===== config.mk =====
export PLATFORM = sky130hd
export DESIGN_NAME = gpio_msg_tx
export DESIGN_NICKNAME = d
export VERILOG_FILES = /design/src/rtl/gpio_proto_pkg.sv /design/src/rtl/gpio_tick_gen.sv /design/src/rtl/gpio_msg_tx.sv
export SDC_FILE = /design/constraint.sdc
export NUM_CORES = 1
export LEC_CHECK = 0
export ABC_AREA = 1
export CELL_PAD_IN_SITES_DETAIL_PLACEMENT = 1
export CELL_PAD_IN_SITES_GLOBAL_PLACEMENT = 2
export CORE_MARGIN = 10
export CORE_UTILIZATION = 40
export DETAILED_ROUTE_END_ITERATION = 10
export GPL_ROUTABILITY_DRIVEN = 0
export PLACE_DENSITY = 0.86
export SYNTH_ARGS = -nofsm -noshare
export SYNTH_HDL_FRONTEND = slang
export SYNTH_SLANG_ARGS = --single-unit

===== constraint.sdc =====
create_clock -name CLOCK_50 -period 3.15 [get_ports CLOCK_50]
set_input_delay 0.945 -clock CLOCK_50 [delete_from_list [all_inputs] [get_ports CLOCK_50]]
set_output_delay 0.945 -clock CLOCK_50 [all_outputs]
set_load 0.005 [all_outputs]

===== src/rtl/gpio_proto_pkg.sv =====
// Shared GPIO message protocol definitions: FSM states, default sizing, pin map.
// No logic; imported by the transmitter and its divider.
package gpio_proto_pkg;

  typedef enum logic [2:0] {
    ST_IDLE  = 3'd0,
    ST_SETUP = 3'd1,
    ST_HIGH  = 3'd2,
    ST_LOW   = 3'd3,
    ST_DONE  = 3'd4
  } state_t;

  localparam int DEF_DATA_W  = 4;
  localparam int DEF_DEPTH   = 32;
  localparam int DEF_CLK_DIV = 25;

  // Bit positions of the message lines on the GPIO header
  localparam int GPIO_DATA_LSB = 0;
  localparam int GPIO_DATA_MSB = 3;
  localparam int GPIO_SCLK_BIT = 4;
  localparam int GPIO_DONE_BIT = 5;
  localparam int GPIO_PAR_BIT  = 6;

endpackage


===== src/rtl/gpio_tick_gen.sv =====
// Free-running divider: one-cycle tick every CLK_DIV enabled cycles, at count CLK_DIV-1.
// Tick is combinational from the count register; clr wins over en.
module gpio_tick_gen
  import gpio_proto_pkg::*;
#(
  parameter int CLK_DIV = DEF_CLK_DIV
) (
  input  logic CLOCK_50,
  input  logic RESET_N,
  input  logic clr,
  input  logic en,
  output logic tick
);

  localparam int CW = $clog2(CLK_DIV);
  localparam logic [CW-1:0] TOP = CW'(CLK_DIV - 1);

  logic [CW-1:0] cnt_q, cnt_d;

  assign tick = en && (cnt_q == TOP);

  always_comb begin
    cnt_d = cnt_q;
    if (clr) begin
      cnt_d = '0;
    end else if (en) begin
      cnt_d = tick ? '0 : cnt_q + 1'b1;
    end
  end

  always_ff @(posedge CLOCK_50 or negedge RESET_N) begin
    if (!RESET_N) begin
      cnt_q <= '0;
    end else begin
      cnt_q <= cnt_d;
    end
  end

endmodule


===== src/rtl/gpio_msg_tx.sv =====
// Sends msg_len buffered words over GPIO with a shared sclk; (2N+1)*CLK_DIV cycles per message.
// Writes and starts are ignored while busy. Optional gpio_par output under GPIO_MSG_TX_PARITY_EN.
module gpio_msg_tx
  import gpio_proto_pkg::*;
#(
  parameter int DATA_W  = DEF_DATA_W,
  parameter int DEPTH   = DEF_DEPTH,
  parameter int CLK_DIV = DEF_CLK_DIV
) (
  input  logic                       CLOCK_50,
  input  logic                       RESET_N,
  input  logic                       wr_en,
  input  logic [$clog2(DEPTH)-1:0]   wr_addr,
  input  logic [DATA_W-1:0]          wr_data,
  input  logic [$clog2(DEPTH):0]     msg_len,
  input  logic                       start,
  output logic                       busy,
  output logic [DATA_W-1:0]          gpio_data,
  output logic                       gpio_sclk,
  output logic                       gpio_done
`ifdef GPIO_MSG_TX_PARITY_EN
  ,
  output logic                       gpio_par
`endif
);

  localparam int AW = $clog2(DEPTH);
  localparam logic [AW:0] DEPTH_L = (AW + 1)'(DEPTH);

  state_t             state_q, state_d;
  logic [AW-1:0]      idx_q, idx_d;
  logic [AW:0]        len_q, len_d;
  logic [DATA_W-1:0]  data_q, data_d;
  logic               busy_q, busy_d;
  logic               sclk_q, sclk_d;
  logic               done_q, done_d;
  logic               par_q, par_d;
  logic [DATA_W-1:0]  mem_q [DEPTH];

  logic tick, div_clr, div_en, len_ok, last_word, load;

  gpio_tick_gen #(.CLK_DIV(CLK_DIV)) u_tick (
    .CLOCK_50 (CLOCK_50),
    .RESET_N  (RESET_N),
    .clr      (div_clr),
    .en       (div_en),
    .tick     (tick)
  );

  assign div_en    = (state_q != ST_IDLE);
  assign len_ok    = (msg_len != '0) && (msg_len <= DEPTH_L);
  assign last_word = ({1'b0, idx_q} == (len_q - 1'b1));

  // Buffer is intentionally not reset
  always_ff @(posedge CLOCK_50) begin
    if (wr_en && !busy_q) begin
      mem_q[wr_addr] <= wr_data;
    end
  end

  always_comb begin
    state_d = state_q;
    idx_d   = idx_q;
    len_d   = len_q;
    div_clr = 1'b0;
    load    = 1'b0;
    case (state_q)
      ST_IDLE: begin
        if (start && len_ok) begin
          state_d = ST_SETUP;
          len_d   = msg_len;
          idx_d   = '0;
          div_clr = 1'b1;
          load    = 1'b1;
        end
      end
      ST_SETUP: if (tick) state_d = ST_HIGH;
      ST_HIGH: begin
        if (tick) begin
          if (last_word) begin
            state_d = ST_DONE;
          end else begin
            idx_d   = idx_q + 1'b1;
            state_d = ST_LOW;
            load    = 1'b1;
          end
        end
      end
      ST_LOW:  if (tick) state_d = ST_HIGH;
      ST_DONE: if (tick) state_d = ST_IDLE;
      default: state_d = ST_IDLE;
    endcase

    // Outputs are registered from the next state, so data only moves on SETUP/LOW entry
    data_d = data_q;
    if (state_d == ST_IDLE) begin
      data_d = '0;
    end else if (load) begin
      data_d = mem_q[idx_d];
    end
    busy_d = (state_d != ST_IDLE);
    sclk_d = (state_d == ST_HIGH);
    done_d = (state_d == ST_DONE);
    par_d  = ^data_d;
  end

  always_ff @(posedge CLOCK_50 or negedge RESET_N) begin
    if (!RESET_N) begin
      state_q <= ST_IDLE;
      idx_q   <= '0;
      len_q   <= '0;
      data_q  <= '0;
      busy_q  <= 1'b0;
      sclk_q  <= 1'b0;
      done_q  <= 1'b0;
      par_q   <= 1'b0;
    end else begin
      state_q <= state_d;
      idx_q   <= idx_d;
      len_q   <= len_d;
      data_q  <= data_d;
      busy_q  <= busy_d;
      sclk_q  <= sclk_d;
      done_q  <= done_d;
      par_q   <= par_d;
    end
  end

  assign busy      = busy_q;
  assign gpio_data = data_q;
  assign gpio_sclk = sclk_q;
  assign gpio_done = done_q;

`ifdef GPIO_MSG_TX_PARITY_EN
  assign gpio_par = par_q;
`else
  logic unused_par;
  assign unused_par = par_q;
`endif

endmodule


== Word-level counts from Yosys, hierarchy flattened ==
Memory sizes are Yosys's and may differ from the RTL's.
Cells that the tools add are included.
Word-level totals
  memories kept: 1
  bits in latches: 0
  output and inout port bits: 7
  bits of input ports: 19
  logic and storage cells: 57
  register bits after elaboration: 26
  memory bits (writable): 128
  ROM bits: 0
Memory list
  mem_q: depth 32, bits a word 4, read ports 1, clocked after memory_dff 0, write ports 1, line gpio_msg_tx.sv:38  | logic [DATA_W-1:0] mem_q [DEPTH];
Cells by class
  shifts and indexed selects: 0
  div/mod/pow operators: 0
  eq/ne operators: 8
  mux-type cells: 22
  add/sub/neg operators: 3
  multipliers: 0
  reductions and logical operators: 14
  order comparisons: 1
  bitwise logic cells: 0
Operators with widths (count)
  5-bit 2-to-1 mux: 6
  3-bit 2-to-1 mux: 5
  3-bit one-hot mux with 4 select lines: 1
  5-bit by 1-bit adder with 5-bit output, second input constant: 2
  5-bit one-hot mux with 2 select lines: 1
  3-bit by 2-bit equality test with 1-bit output, second input constant: 3
  4-bit 2-to-1 mux: 2
  3-bit equality test, second input constant: 2
  5-bit by 6-bit equality test with 1-bit output: 1
  6-bit <= comparator, second input constant: 1
  3-bit zero test: 2
  1-bit 2-to-1 mux: 6
  3-bit nonzero test: 2
  6-bit nonzero test: 1
  6-bit by 1-bit subtractor with 6-bit output, second input constant: 1
  5-bit equality test, second input constant: 1
  1-bit logical AND: 4
  2-bit nonzero test: 2
  3-bit by 1-bit equality test with 1-bit output, second input constant: 1
  1-bit one-hot mux with 2 select lines: 1
  2-bit AND reduction: 1
  2-bit OR reduction: 1
  1-bit zero test: 1

== Logic depth before layout (Yosys ltp) ==
An unclocked memory read counts as a cell.
  depth in word-level cells: 8
  depth in mapped cells: 22

== Modules after synthesis ==
From an unflattened synthesis, not the netlist that was laid out.
Unflattened totals
  cells, all modules: 675
  area, all modules: 6911.6 µm²
Modules (own cells, without submodules)
  gpio_msg_tx: cells each 630, times used 1, area an instance 6598.8 µm²
  gpio_tick_gen: cells each 45, times used 1, area an instance 312.8 µm²

== Worst setup path after synthesis ==
OpenSTA, ideal clock, no wires.
  path type: input to register
  from: in msg_len[1]
  to: reg data_q[3], in the netlist gpio_data[3]
  library setup time: 118 ps
  cell stages on the path: 17
  path slack: 534 ps
  path buffers: 1
  arrival: 2498 ps
  cells stage by stage: nor3_1 nand3_1 nand2_1 nand2_1 nor2_1 nor2_2 nor2_1 nand2_1 nand2_2 inv_2 buf_4 nand3_1 nand3_1 nand2_1 nand2_1 nand3_1 nand2_1
Between the ends
  longest elaborated chain between the ends: 8
  elaborated cells between the ends (all ways): 15
  classes of those cells: order compare (1); mux (8); reduce/logical (5); memory (1)
Ends and longest elaborated chain
  from (decl): line gpio_msg_tx.sv:15  | input logic [$clog2(DEPTH):0] msg_len,
  6-bit <= comparator / 6-bit nonzero test (equally long branches): line gpio_msg_tx.sv:51  | assign len_ok = (msg_len != '0) && (msg_len <= DEPTH_L);
  1-bit logical AND *: line gpio_msg_tx.sv:51
  1-bit logical AND *: line gpio_msg_tx.sv:69  | if (start && len_ok) begin
  5-bit 2-to-1 mux *: line gpio_msg_tx.sv:69
  5-bit one-hot mux with 2 select lines *: line gpio_msg_tx.sv:67  | case (state_q)
  via idx_d[2]: line gpio_msg_tx.sv:31  | logic [AW-1:0] idx_q, idx_d;
  memory 32 x 4 bit *
  4-bit 2-to-1 mux *: line gpio_msg_tx.sv:98  | end else if (load) begin
  4-bit 2-to-1 mux *: line gpio_msg_tx.sv:96  | if (state_d == ST_IDLE) begin
  to (signal assigned): line gpio_msg_tx.sv:121  | data_q <= data_d;
  to (decl): line gpio_msg_tx.sv:33  | logic [DATA_W-1:0] data_q, data_d;
Mark *: on every way through the listed nets, which the timed path passes. The rest lies on a longest branch. The select of a mux whose other input is x is not followed.
A chain may end at the register's enable or synchronous reset.

== Worst setup path in the final report ==
  from: in msg_len[1]
  to: reg data_q[0], in the netlist gpio_data[0]
Between the ends
  longest elaborated chain between the ends: 8
  elaborated cells between the ends (all ways): 15
  classes of those cells: order compare (1); mux (8); reduce/logical (5); memory (1)
Ends and longest elaborated chain (line)
  6-bit <= comparator / 6-bit nonzero test (equally long branches): gpio_msg_tx.sv:51
  1-bit logical AND *: gpio_msg_tx.sv:51
  1-bit logical AND *: gpio_msg_tx.sv:69
  5-bit 2-to-1 mux: gpio_msg_tx.sv:69
  5-bit one-hot mux with 2 select lines: gpio_msg_tx.sv:67
  memory 32 x 4 bit
  4-bit 2-to-1 mux: gpio_msg_tx.sv:98
  4-bit 2-to-1 mux: gpio_msg_tx.sv:96
Mark *: on every way between the ends. The rest lies on a longest branch, timed or not. The select of a mux whose other input is x is not followed.

==> metrics.yaml <==
detailed_routing:
  totalWireLength_um: 19100
  postRouteAntennaNets: 0
  routedWlPerCell_um: 19.8
  wl_met1_um: 8280
  routed.top_layer: "met4"
  wl_met2_um: 9640
  via_count: 5170
  first_pass_iters: 4
  drt-initial-drc-count: 440
  drcViolationCount: 0
  avgViaCountPerCell: 5.36
  wl_met3_um: 980
pwr:
  power_density_nw_per_um2: 524
  leakagePower_uw: 0.00331
  power.total_uw: 4390
  vdd_drop_max_uv: 350
synth:
  yosysSeqAreaShare: 0.652
  yosysMostFrequentCell: "nand3_1"
  ys_ff_latch: 154
  ys.flop_type: "edfxtp_1"
  synth_cell_type_count: 28
  yosys-top-cells-count: "nand3_1 (208), edfxtp_1 (128), nand2_1 (123), nor2_1 (53), inv_1 (31)"
  netlist_area_um2: 6890
  yosysTopAreaCellShare: 0.558
  synth_fp_nets: 674
  synth.avg_cell_area_um2: 10.6
  synthCells: 651
  ys_warn_count: 0
  yosysTopAreaCell: "edfxtp_1"
  synthArstFlopShare: 0.169
  ys_top_cells_by_area: "edfxtp_1 (56%), nand3_1 (15%), dfrtp_1 (9.4%), nand2_1 (6.7%), nor2_1 (2.9%)"
  synth_edf_count: 128
global_routing:
  grt_overflow: 0
  antenna_found_initial: 0
  first_global_vias: 5692
  grt_pass1_wl_um: 31000
  grtUsageTotal: 0.178
  grt_max_degree: 49
timing:
  layout_worst_path_cycle_share: 0.921
  finalSetupViolations: 0
  skew_ns: 0.0183
  worst_pin_slew_ns: 0.503
  timing.fmax_mhz: 345
  max-slew-margin-rel: 0.663
  hold_viol_final: 0
  setup_tns_ns: 0
  maxSlewViolCount: 0
  rsz0062_at_grt: "false"
  period_needed_ns: 2.90
worst_setup_path:
  crit_family: "simple AND/OR/NAND/NOR gates"
  critPathBufInv: 2
  path_max_fanout: 48
  crit_type: "in -> reg"
  crit_path_max_incr_delay_ns: 0.42
  cp_slowest_cell: "clkdlybuf4s50_1"
  endpoint_kind: "register"
  crit_path_start_kind: "input pin"
  path_cells: "clkdlybuf4s50_1 > nor3_1 > nand3_1 > nand2_1 > nand2_1 > nor2_1 > nand2_1 > nand3_2 > buf_12 > nand3_1 > nand3_1 > nand3_1 > nand3_1 > nand2_1 > nand2_1 > nand3_1 > nand2_1"
  crit_arrival_ns: 3.27
  required_ns: 3.52
cells_and_area:
  nets: 756
  syn2layout_area_growth_pct: 21.4
  multi_input_area_um2: 2040
  layout-drive-gt1-share: 0.156
  antennaDiodeCount: 0
  ff_latch_area_um2: 4490
  num-fill-cells: 1845
  fin_cells: 965
cts:
  cts.sinks: 154
  postCtsSetupRepairBufs: 0
  cts_resized: 0
  path_clk_slew_ns: 0.06
  cts_tree: "yes"
  cts_hold_buf: 0
  clockBufferDepth: 2
  cts_inserted_buffers: 17
  clk_latency_ns: 0.44
  htreeDepth: 4
  cts-root-buf: "clkbuf_16"
floorplanning:
  rows: 47
  die_area_um2: 22900
  core_um2: 16800
  io_pins: 26
  chipWidth_um: 151
  initial_core_util: 0.411
  die_h_um: 151
status:
  status: "complete, no violations"
place:
  hpwl_um: 12800
  io_buffer_count: 25
  dp.cells: 934
worst_hold_path:
  worstHoldPathType: "reg -> reg"
flow_run:
  drv_cap: 0
## path summary, 6_finish.rpt
check | to | depth (start not counted) | slack, ns | from
worst max-delay path | gpio_data[0] | 17 | 0.25 | msg_len[1]
worst min-delay path | gpio_data[1] | 2 | 0.55 | gpio_data[1]
worst max register to register | gpio_data[0] | 18 | 0.35 | len_q[0]
worst min register to register | gpio_data[1] | 2 | 0.55 | gpio_data[1]
max in group asynchronous | len_q[1] | 2 | 1.96 | RESET_N
min in group asynchronous | gpio_data[1] | 2 | 0.90 | RESET_N
## state kept, by name, indices dropped and copies added (netlist names)
register,flops
busy,1
gpio_data,4
gpio_done,1
gpio_sclk,1
idx_q,5
len_q,6
mem_q,128
state_q,3
u_tick.cnt_q,5
## routing by layer
metal,vias to the layer above,GRT usage
met3,16,0.0459
met4,0,0.0505
met2,108,0.297
met5,-,0
li1,2451,-
met1,2595,0.224
## layout make-up
cell class	instances	area share
flip-flops and latches	154	0.537
multi-input cells	430	0.243
repair buffers	94	0.0993
clock buffers	19	0.0517
well taps	220	0.0329
clock inverters	12	0.0196
inverters	36	0.0161
## worst min-delay path: cells and delay by family, from the launching register on
kind          cells  cell delay (ns)
simple gates      2             0.13
flops             1             0.38
## metrics by stage
| stage | worst slack [ns] | util | cell area (µm²) | hold WS (ns) |
|---|---|---|---|---|
| 4_1_cts | 0.275 | 0.499 | 8370 | 0.548 |
| 3_5_place_dp | -0.170 | 0.464 | 7770 | 0.532 |
| 5_1_grt | 0.0135 | 0.499 | 8370 | 0.573 |
| 2_1_floorplan | 0.534 | - | 6890 | 0.473 |
| 3_3_place_gp | -0.210 | 0.464 | 7770 | 0.521 |
| 6_report | 0.249 | 0.499 | 8370 | 0.546 |
## placed cells by master (no fill, tap or decap), types with 3 or more instances in the layout
cell type        count
nand2_1            122
nand3_1            208
nor2_2               3
o21ai_0              9
inv_1               31
nand4_1              4
inv_2                5
clkdlybuf4s50_1     25
inv_6                5
buf_4               64
edfxtp_1           128
xor2_1               3
dfrtp_1             26
nor3_1               4
nand2_2              3
ha_1                 4
clkbuf_16           17
clkinvlp_4           4
bufinv_16            3
a21oi_1              3
buf_12               5
nor2_1              53
## report_power, final
part	leakage [µW]	internal (µW)	total, µW	switching, µW
Clock	0.000277	1250	2100	845
Combinational	0.00159	28.0	83.9	55.9
Sequential	0.00144	2210	2210	0
Total	0.00331	3490	4390	901
## kinds of logic (layout without fill, tap and decap cells)
kind of cell,after synthesis,count (layout),share of synthesized area
compound gates,20,20,0.0174
flops,154,154,0.652
buf+inv,67,161,0.0528
xor+xnor,5,5,0.00635
simple gates,400,400,0.262
fa+ha+maj,4,4,0.00726
mux,1,1,0.00163
Power figures use the tool's default switching activity.
